===== src/rtl/discharge_pkg.sv =====
// Shared constants and state encodings for the discharge controller and its buck PWM generator.
package discharge_pkg;

    localparam logic [15:0] DEF_PWM_PERIOD_TICKS = 16'd200;
    localparam logic [15:0] DEF_MIN_OFF_TICKS    = 16'd20;

    typedef enum logic [2:0] {
        DIS_IDLE            = 3'd0,
        DIS_PRECHARGE       = 3'd1,
        DIS_BUCK_INTERLEAVE = 3'd2,
        DIS_BLEED           = 3'd3,
        DIS_DONE            = 3'd4
    } discharge_state_e;

    typedef enum logic [1:0] {
        S_IDLE = 2'd0,
        S_ON   = 2'd1,
        S_OFF  = 2'd2
    } buck_state_e;

    function automatic logic [15:0] clamp_duty(input logic [15:0] req_ticks,
                                               input logic [15:0] max_ticks);
        return (req_ticks > max_ticks) ? max_ticks : req_ticks;
    endfunction

endpackage


===== src/rtl/pwm_phase.sv =====
// One buck phase: latches the clamped duty and decides the next gate level from the shared tick.
module pwm_phase
    import discharge_pkg::*;
#(
    parameter logic [15:0] PERIOD_TICKS  = DEF_PWM_PERIOD_TICKS,
    parameter logic [15:0] MIN_OFF_TICKS = DEF_MIN_OFF_TICKS,
    parameter logic [15:0] START_TICK    = 16'd0
) (
    input  logic        clk,
    input  logic        rst_n,
    input  logic        i_run,
    input  logic        i_latch,
    input  logic        i_gate,
    input  logic [15:0] i_tick,
    input  logic [15:0] i_charge_time,
    output logic        o_gate_next
);
    localparam logic [15:0] SHIFT_TICKS = PERIOD_TICKS - START_TICK;

    logic [15:0] r_duty;
    logic [15:0] w_duty_new;
    logic [16:0] w_tick_sum;
    logic [15:0] w_rel_tick;

    assign w_duty_new = clamp_duty(i_charge_time, PERIOD_TICKS - MIN_OFF_TICKS);

    // Tick position relative to this phase's start, modulo the period.
    assign w_tick_sum = {1'b0, i_tick} + {1'b0, SHIFT_TICKS};
    assign w_rel_tick = (w_tick_sum >= {1'b0, PERIOD_TICKS}) ? (w_tick_sum[15:0] - PERIOD_TICKS)
                                                              : w_tick_sum[15:0];

    always_ff @(posedge clk or negedge rst_n) begin
        if (!rst_n) begin
            r_duty <= '0;
        end else if (i_run && i_latch) begin
            r_duty <= w_duty_new;
        end
    end

    always_comb begin
        o_gate_next = 1'b0;
        if (!i_run) begin
            o_gate_next = 1'b0;
        end else if (i_latch) begin
            o_gate_next = (w_duty_new != '0);
        end else if (i_gate && (w_rel_tick == r_duty - 16'd1)) begin
            o_gate_next = 1'b0;
        end else begin
            o_gate_next = i_gate;
        end
    end

endmodule


===== src/rtl/buck_pwm_gen.sv =====
// Two-phase interleaved buck PWM generator; the FSM tracks phase A, phase B runs half a period later.
module buck_pwm_gen
    import discharge_pkg::*;
#(
    parameter logic [15:0] PWM_PERIOD_TICKS = DEF_PWM_PERIOD_TICKS,
    parameter logic [15:0] MIN_OFF_TICKS    = DEF_MIN_OFF_TICKS
) (
    input  logic        clk,
    input  logic        rst_n,
    input  logic        buck_en,
    input  logic [15:0] inductor_charging_time,
    output logic        gate_a,
    output logic        gate_b,
    output logic [15:0] timer_cycle_num,
    output logic        cycle_start
);
    localparam logic [15:0] LAST_TICK    = PWM_PERIOD_TICKS - 16'd1;
    localparam logic [15:0] HALF_TICKS   = PWM_PERIOD_TICKS >> 1;
    localparam logic [15:0] B_LATCH_TICK = HALF_TICKS - 16'd1;

    buck_state_e r_state;
    logic [15:0] r_tick;
    logic [15:0] r_timer;
    logic        r_cycle_start;
    logic        r_gate_a;
    logic        r_gate_b;

    logic w_active;
    logic w_latch_a;
    logic w_run_b;
    logic w_latch_b;
    logic w_gate_a_next;
    logic w_gate_b_next;

    assign w_active  = (r_state != S_IDLE);
    assign w_latch_a = buck_en && (!w_active || (r_tick == LAST_TICK));
    assign w_run_b   = buck_en && w_active;
    assign w_latch_b = w_run_b && (r_tick == B_LATCH_TICK);

    pwm_phase #(
        .PERIOD_TICKS (PWM_PERIOD_TICKS),
        .MIN_OFF_TICKS(MIN_OFF_TICKS),
        .START_TICK   (16'd0)
    ) u_phase_a (
        .clk          (clk),
        .rst_n        (rst_n),
        .i_run        (buck_en),
        .i_latch      (w_latch_a),
        .i_gate       (r_gate_a),
        .i_tick       (r_tick),
        .i_charge_time(inductor_charging_time),
        .o_gate_next  (w_gate_a_next)
    );

    pwm_phase #(
        .PERIOD_TICKS (PWM_PERIOD_TICKS),
        .MIN_OFF_TICKS(MIN_OFF_TICKS),
        .START_TICK   (HALF_TICKS)
    ) u_phase_b (
        .clk          (clk),
        .rst_n        (rst_n),
        .i_run        (w_run_b),
        .i_latch      (w_latch_b),
        .i_gate       (r_gate_b),
        .i_tick       (r_tick),
        .i_charge_time(inductor_charging_time),
        .o_gate_next  (w_gate_b_next)
    );

    // Phase-A state follows the same next-gate decision that drives r_gate_a, so S_ON == gate_a.
    always_ff @(posedge clk or negedge rst_n) begin
        if (!rst_n) begin
            r_state       <= S_IDLE;
            r_tick        <= '0;
            r_timer       <= '0;
            r_cycle_start <= 1'b0;
            r_gate_a      <= 1'b0;
            r_gate_b      <= 1'b0;
        end else begin
            r_gate_a      <= w_gate_a_next;
            r_gate_b      <= w_gate_b_next;
            r_cycle_start <= 1'b0;
            if (!buck_en) begin
                r_state <= S_IDLE;
                r_tick  <= '0;
            end else if (w_latch_a) begin
                r_state       <= w_gate_a_next ? S_ON : S_OFF;
                r_tick        <= '0;
                r_cycle_start <= 1'b1;
                if (!w_active) begin
                    r_timer <= '0;
                end else if (r_timer != '1) begin
                    r_timer <= r_timer + 16'd1;
                end
            end else begin
                r_state <= w_gate_a_next ? S_ON : S_OFF;
                r_tick  <= r_tick + 16'd1;
            end
        end
    end

    assign gate_a          = r_gate_a;
    assign gate_b          = r_gate_b;
    assign timer_cycle_num = r_timer;
    assign cycle_start     = r_cycle_start;

endmodule


===== config.mk =====
export PLATFORM = sky130hd
export DESIGN_NAME = buck_pwm_gen
export DESIGN_NICKNAME = d
export VERILOG_FILES = /design/src/rtl/discharge_pkg.sv /design/src/rtl/pwm_phase.sv /design/src/rtl/buck_pwm_gen.sv
export SDC_FILE = /design/constraint.sdc
export NUM_CORES = 1
export LEC_CHECK = 0
export BUFFER_PORTS_ARGS = -buffer_cell sky130_fd_sc_hd__buf_2
export CAP_MARGIN = 25
export CORE_MARGIN = 2
export CORE_UTILIZATION = 40
export DETAILED_ROUTE_END_ITERATION = 10
export SLEW_MARGIN = 20
export SYNTH_ARGS = -nofsm -noshare
export SYNTH_HDL_FRONTEND = slang
export SYNTH_SLANG_ARGS = --single-unit

===== constraint.sdc =====
create_clock -name clk -period 4.8 [get_ports clk]
set_input_delay 0.24 -clock clk [delete_from_list [all_inputs] [get_ports clk]]
set_output_delay 0.24 -clock clk [all_outputs]
set_load 0.03 [all_outputs]

* Word-level counts from Yosys, hierarchy flattened
Cells that the tools add are included.
Widths: inputs -> output; s select.
** Word-level totals
- Register bits after elaboration :: 69
- Input port bits :: 19
- Word-level logic and storage cells :: 55
** Cells by class
- $add $sub $neg :: 8
- $lt $le $gt $ge :: 3
- Equal/unequal tests :: 7
- Multiplexer cells :: 17
- Reduce and logical (&&, ||, !) cells :: 12
** Operators by type and width (count)
- $mux 16 :: 7
- $ge 17x8->1 const B :: 2
- $add 16x1->16 const B :: 2
- $eq 16x16->1 :: 2
- $sub 16x1->16 const B :: 2
- $sub 16x8->16 const B :: 2
- $add 16x7->17 const B :: 1
- $add 16x8->17 const B :: 1
- $eq 16x7->1 const B :: 1
- $eq 16x8->1 const B :: 1
- $gt 16x8->1 const B :: 1
- $ne 16x16->1 const B :: 1
- $reduce_bool 16->1 :: 1
- $mux 1 :: 8
- $logic_and 1x1->1 :: 7
- $mux 2 :: 2
- $ne 3x3->1 const B :: 1
- $reduce_and 3->1 :: 1
- $ne 2x1->1 const B :: 1
- $reduce_bool 2->1 :: 1
- $logic_not 1->1 :: 1
- $logic_or 1x1->1 :: 1

* Logic depth before layout (Yosys ltp)
- Depth in word-level cells :: 10
- Gate-level depth with buffers :: 14
- Mapped depth without buffers :: 12

* Cells and area by module
A second synthesis with hierarchy kept.
** Second synthesis, totals
- Cells, all modules :: 664
- Area, all modules :: 5804.3 um^2
** By module, submodules not included
- pwm_phase (u_phase_b) :: instances 1, cells an instance 252, area each 2040.7 um^2
- buck_pwm_gen :: instances 1, cells an instance 187, area each 1915.6 um^2
- pwm_phase (u_phase_a) :: instances 1, cells an instance 225, area each 1848.0 um^2

* Worst setup path before layout
Ideal clock, no wire load.
- Path type :: register to register
- From :: register r_tick[3]
- To :: register r_gate_b (netlist: gate_b)
- Library setup time :: 131 ps
- Arrival :: 3061 ps
- Setup slack :: 1608 ps
- Cell stages (with the launch flop) :: 12
- Period minus slack after synthesis :: 3192 ps
- Path through :: dfrtp_1 -> ha_1 -> a211o_1 -> or4_1 -> nand3_1 -> o211a_1 -> and2_1 -> buf_2 -> nor2_1 -> or4_1 -> a211oi_1 -> a31oi_1
** Between the ends
- Word-level cells in the longest chain between the ends :: 6
** Ends and longest elaborated chain
- from (decl) :: line buck_pwm_gen.sv:22 : logic [15:0] r_tick;
- from (signal assigned) :: line buck_pwm_gen.sv:97 : r_tick <= r_tick + 16'd1;
- $add 16x7->17 :: line pwm_phase.sv:28 : assign w_tick_sum = {1'b0, i_tick} + {1'b0, SHIFT_TICKS};
- $sub 16x8->16 or $ge 17x8->1 (tied branches) :: line pwm_phase.sv:29 : assign w_rel_tick = (w_tick_sum >= {1'b0, PERIOD_TICKS}) ? (w_tick_sum[15:0] - PERIOD_TICKS)
- $mux 16 :: line pwm_phase.sv:29
- $eq 16x16->1 :: line pwm_phase.sv:46 : end else if (i_gate && (w_rel_tick == r_duty - 16'd1)) begin
- $logic_and 1x1->1 :: line pwm_phase.sv:46
- $ne 3x3->1 (no source line)
- to (signal assigned) :: line buck_pwm_gen.sv:81 : r_gate_b <= w_gate_b_next;
- to (decl) :: line buck_pwm_gen.sv:26 : logic r_gate_b;
Parallel ways exist; a longest one is shown, timed or not.
A chain may end at the register's enable or synchronous reset.

* Worst setup path in the final report
- From :: register r_tick[2]
- To :: register r_gate_b (netlist: gate_b)
The elaborated chain is that of the path after synthesis.

==> flow_metrics.env <==
export IMPL_outcome="complete, no violations"
export IMPL_slew_viol_final=0
export IMPL_yosys_area_top_type="dfrtp_1"
export IMPL_netlist_area_leader_share_pct=31.3
export IMPL_period_needed_ns=3.93
export IMPL_arrival_ns=4.15
export IMPL_yosysWarnings=0
export IMPL_grt_usage_pct=21.2
export IMPL_postCtsSetupRepairBufs=0
export IMPL_r2r_start="r_tick[2]"
export IMPL_max_cap_violations=0
export IMPL_fin_hold_ws_ns=0.197
export IMPL_ant_nets=0
export IMPL_ys_ff_latch=68
export IMPL_htree_levels=3
export IMPL_postCtsHoldBufs=1
export IMPL_crit_path_start_kind="flop"
export IMPL_fmax_mhz=254
export IMPL_final_cells=859
export IMPL_path_max_fanout=12
export IMPL_synth_edff_count=0
export IMPL_wire_per_inst_um=17.4
export IMPL_coreArea_um2=13200
export IMPL_nets=708
export IMPL_firstDrtPassIters=7
export IMPL_antenna_cells=0
export IMPL_die_h_um=121
export IMPL_vdd_ir_drop_max_mv=0.231
export IMPL_yosysUniqueCellTypes=72
export IMPL_rrSetupSlack_ns=0.87
export IMPL_crit_top_cell="a211oi_1"
export IMPL_wirelength_mm=14.9
export IMPL_cts_resized=0
export IMPL_rsz0062_at_grt="false"
export IMPL_path_class="reg -> reg"
export IMPL_utilization_pct=45.7
export IMPL_die_area_um2=14500
export IMPL_overflow=0
export IMPL_path_clk_slew_ns=0.06
export IMPL_tns_ns=0
export IMPL_vias=4838
export IMPL_power_density_nw_per_um2=285
export IMPL_avgViaCountPerCell=5.63
export IMPL_drive_gt1_share_pct=11.1
export IMPL_dp_final_hpwl_mm=11.2
export IMPL_cp_end_kind="flop"
export IMPL_path_cells="ha_1 -> a211oi_1 -> or3_1 -> a21boi_0 -> and4bb_2 -> and2_1 -> nor2_1 -> or4_1 -> a211oi_1 -> a31oi_1"
export IMPL_seq_area_frac_synth_pct=31.3
export IMPL_skew_ns=0.0107
export IMPL_grt_max_degree=53
export IMPL_synth_area_um2=5430
export IMPL_ios=38
export IMPL_slew_headroom_pct=36.9
export IMPL_min_period_over_period_pct=81.9
export IMPL_finalSetupViolations=0
export IMPL_post_route_drc_count=0
export IMPL_syn_avg_cell_area_um2=8.28
export IMPL_place_inst=841
export IMPL_fillers=1356
export IMPL_holdPathStages=3
export IMPL_finalHoldViolCount=0
export IMPL_num_rows=42
export IMPL_clk_insertion_delay_late_ns=0.35
export IMPL_cpMaxStageDelayCell="a211oi_1"
export IMPL_max_stage_delay_ns=0.82
export IMPL_syn_nets=686
export IMPL_cts_root_buf="clkbuf_16"
export IMPL_syn_to_final_growth_pct=11.5
export IMPL_start_util_pct=41.0
export IMPL_drt_iter0_markers=288
export IMPL_hold_path_class="in -> reg"
export IMPL_tritoncts="yes"
export IMPL_portBuffers=37
export IMPL_synthTopCellsByArea="dfrtp_1, xnor2_1, nor2_1, xor2_1, nand2_1"
export IMPL_syn_inst=656
export IMPL_hold_path_end="u_phase_a.r_duty[0]"
export IMPL_die_w_um=121
export IMPL_cts_buffers=9
export IMPL_cts_sinks=68
export IMPL_worst_r2r_cell_count=10
export IMPL_first_global_vias=4704
export IMPL_r2r_end="gate_b"
export IMPL_antenna_found_initial=0
export IMPL_hp_start="inductor_charging_time[0]"
export IMPL_synth_ff_type="dfrtp_1"
export IMPL_ys_async_sr_fraction_pct=100
export IMPL_gp_congestion=0.921
export IMPL_worst_pin_slew_ns=0.941
export IMPL_clk_path_buf_depth=2
export IMPL_p_leak_nw=2.63
export IMPL_grt_pass1_wl_mm=24.2
export IMPL_crit_required_ns=5.02
==> cells by family after synthesis <==
kind of cell	after synthesis	share of synthesized area, %
AND/OR/NAND/NOR	289	28.4
AO/OA/AOI/OAI	123	14.9
XOR/XNOR	102	17.5
flip-flops	68	31.3
buffers and inverters	55	3.91
adder cells (fa/ha/maj)	11	2.53
multiplexers	8	1.52
==> how the worst max path moves through the flow <==
stage	from	end	slack (ns)	depth (start not counted)
floorplan	r_tick[3]	gate_b	1.61	11
global placement	r_tick[2]	gate_b	1.10	10
detailed placement	r_tick[2]	gate_b	0.94	10
CTS	r_tick[2]	gate_b	0.94	10
global route	r_tick[2]	gate_b	0.58	10
finish	r_tick[2]	gate_b	0.87	10
==> critical path, delay by kind of cell (launching register included) <==
family          cells  cell delay [ns]
fa+ha+maj           1             0.35
compound gates      4             1.36
simple gates        5             1.55
flops               1             0.55
==> Yosys cell counts (all sizes together) (4+ instances only) <==
master,instances
a211oi,8
or3,15
o41ai,5
inv,22
buf,9
a31oi,5
and3,12
a22oi,4
and2,21
o21a,4
nor2,66
or4,10
a21oi,24
a21o,4
nand3,28
dfrtp,68
xnor2,71
xnor3,4
xor2,27
nor4,20
clkbuf,23
o21ai,37
nor3,20
o31ai,5
nand2,56
nand4,9
nor4b,4
mux2i,6
ha,11
or2,6
==> power breakdown <==
group	total [mW]	switching, mW	internal [mW]
Clock	0.682	0.277	0.405
Combinational	0.372	0.230	0.141
Sequential	0.670	0.0589	0.611
Total	1.72	0.567	1.16
==> registers in the layout (all words and copies together), names as in the netlist <==
name	flops
r_tick	16
gate_b	1
cycle_start	1
timer_cycle_num	16
u_phase_b.r_duty	16
r_state	2
u_phase_a.r_duty	16
==> area by class of cell <==
type                            count  area [µm²]  share of cell area [%]
Tap cell                          176         220                    3.64
Clock inverter                      7        75.1                    1.24
Sequential cell                    68        1700                    28.1
Clock buffer                        9         225                    3.72
Inverter                           23        86.3                    1.43
Multi-Input combinational cell    533        3520                    58.1
Timing Repair Buffer               43         230                    3.80
==> cells in the final DEF, fill, tap and decap left out, types with 6 or more instances in the layout <==
| cell | count |
|---|---|
| ha_1 | 11 |
| xor2_1 | 27 |
| and3_1 | 12 |
| nor2_1 | 66 |
| inv_1 | 22 |
| xnor2_1 | 71 |
| buf_2 | 37 |
| dfrtp_1 | 68 |
| o21ai_0 | 34 |
| a211oi_1 | 7 |
| mux2i_1 | 6 |
| and2_1 | 21 |
| clkbuf_16 | 9 |
| nor3_1 | 19 |
| or2_2 | 6 |
| a21oi_1 | 24 |
| nand4_1 | 9 |
| nor4_1 | 20 |
| nand2_1 | 56 |
| or3_1 | 14 |
| nand3_1 | 27 |
| or4_1 | 8 |
==> through the flow <==
step,instance area [µm²],power (mW),setup WS [ns]
2_1_floorplan,5430,0.930,1.61
3_3_place_gp,5740,1.05,1.10
3_5_place_dp,5740,1.05,0.939
4_1_cts,6050,1.74,0.942
5_1_grt,6060,1.81,0.578
6_report,6060,1.72,0.867
==> routing by layer <==
metal  share of wire (%)  global-route usage (%)
met1                  48                    29.1
met2                  47                    33.2
met5                   0                       0
met4                 1.9                    8.36
met3                 3.4                    3.82
Note: power is estimated with default switching activity, not from simulation.
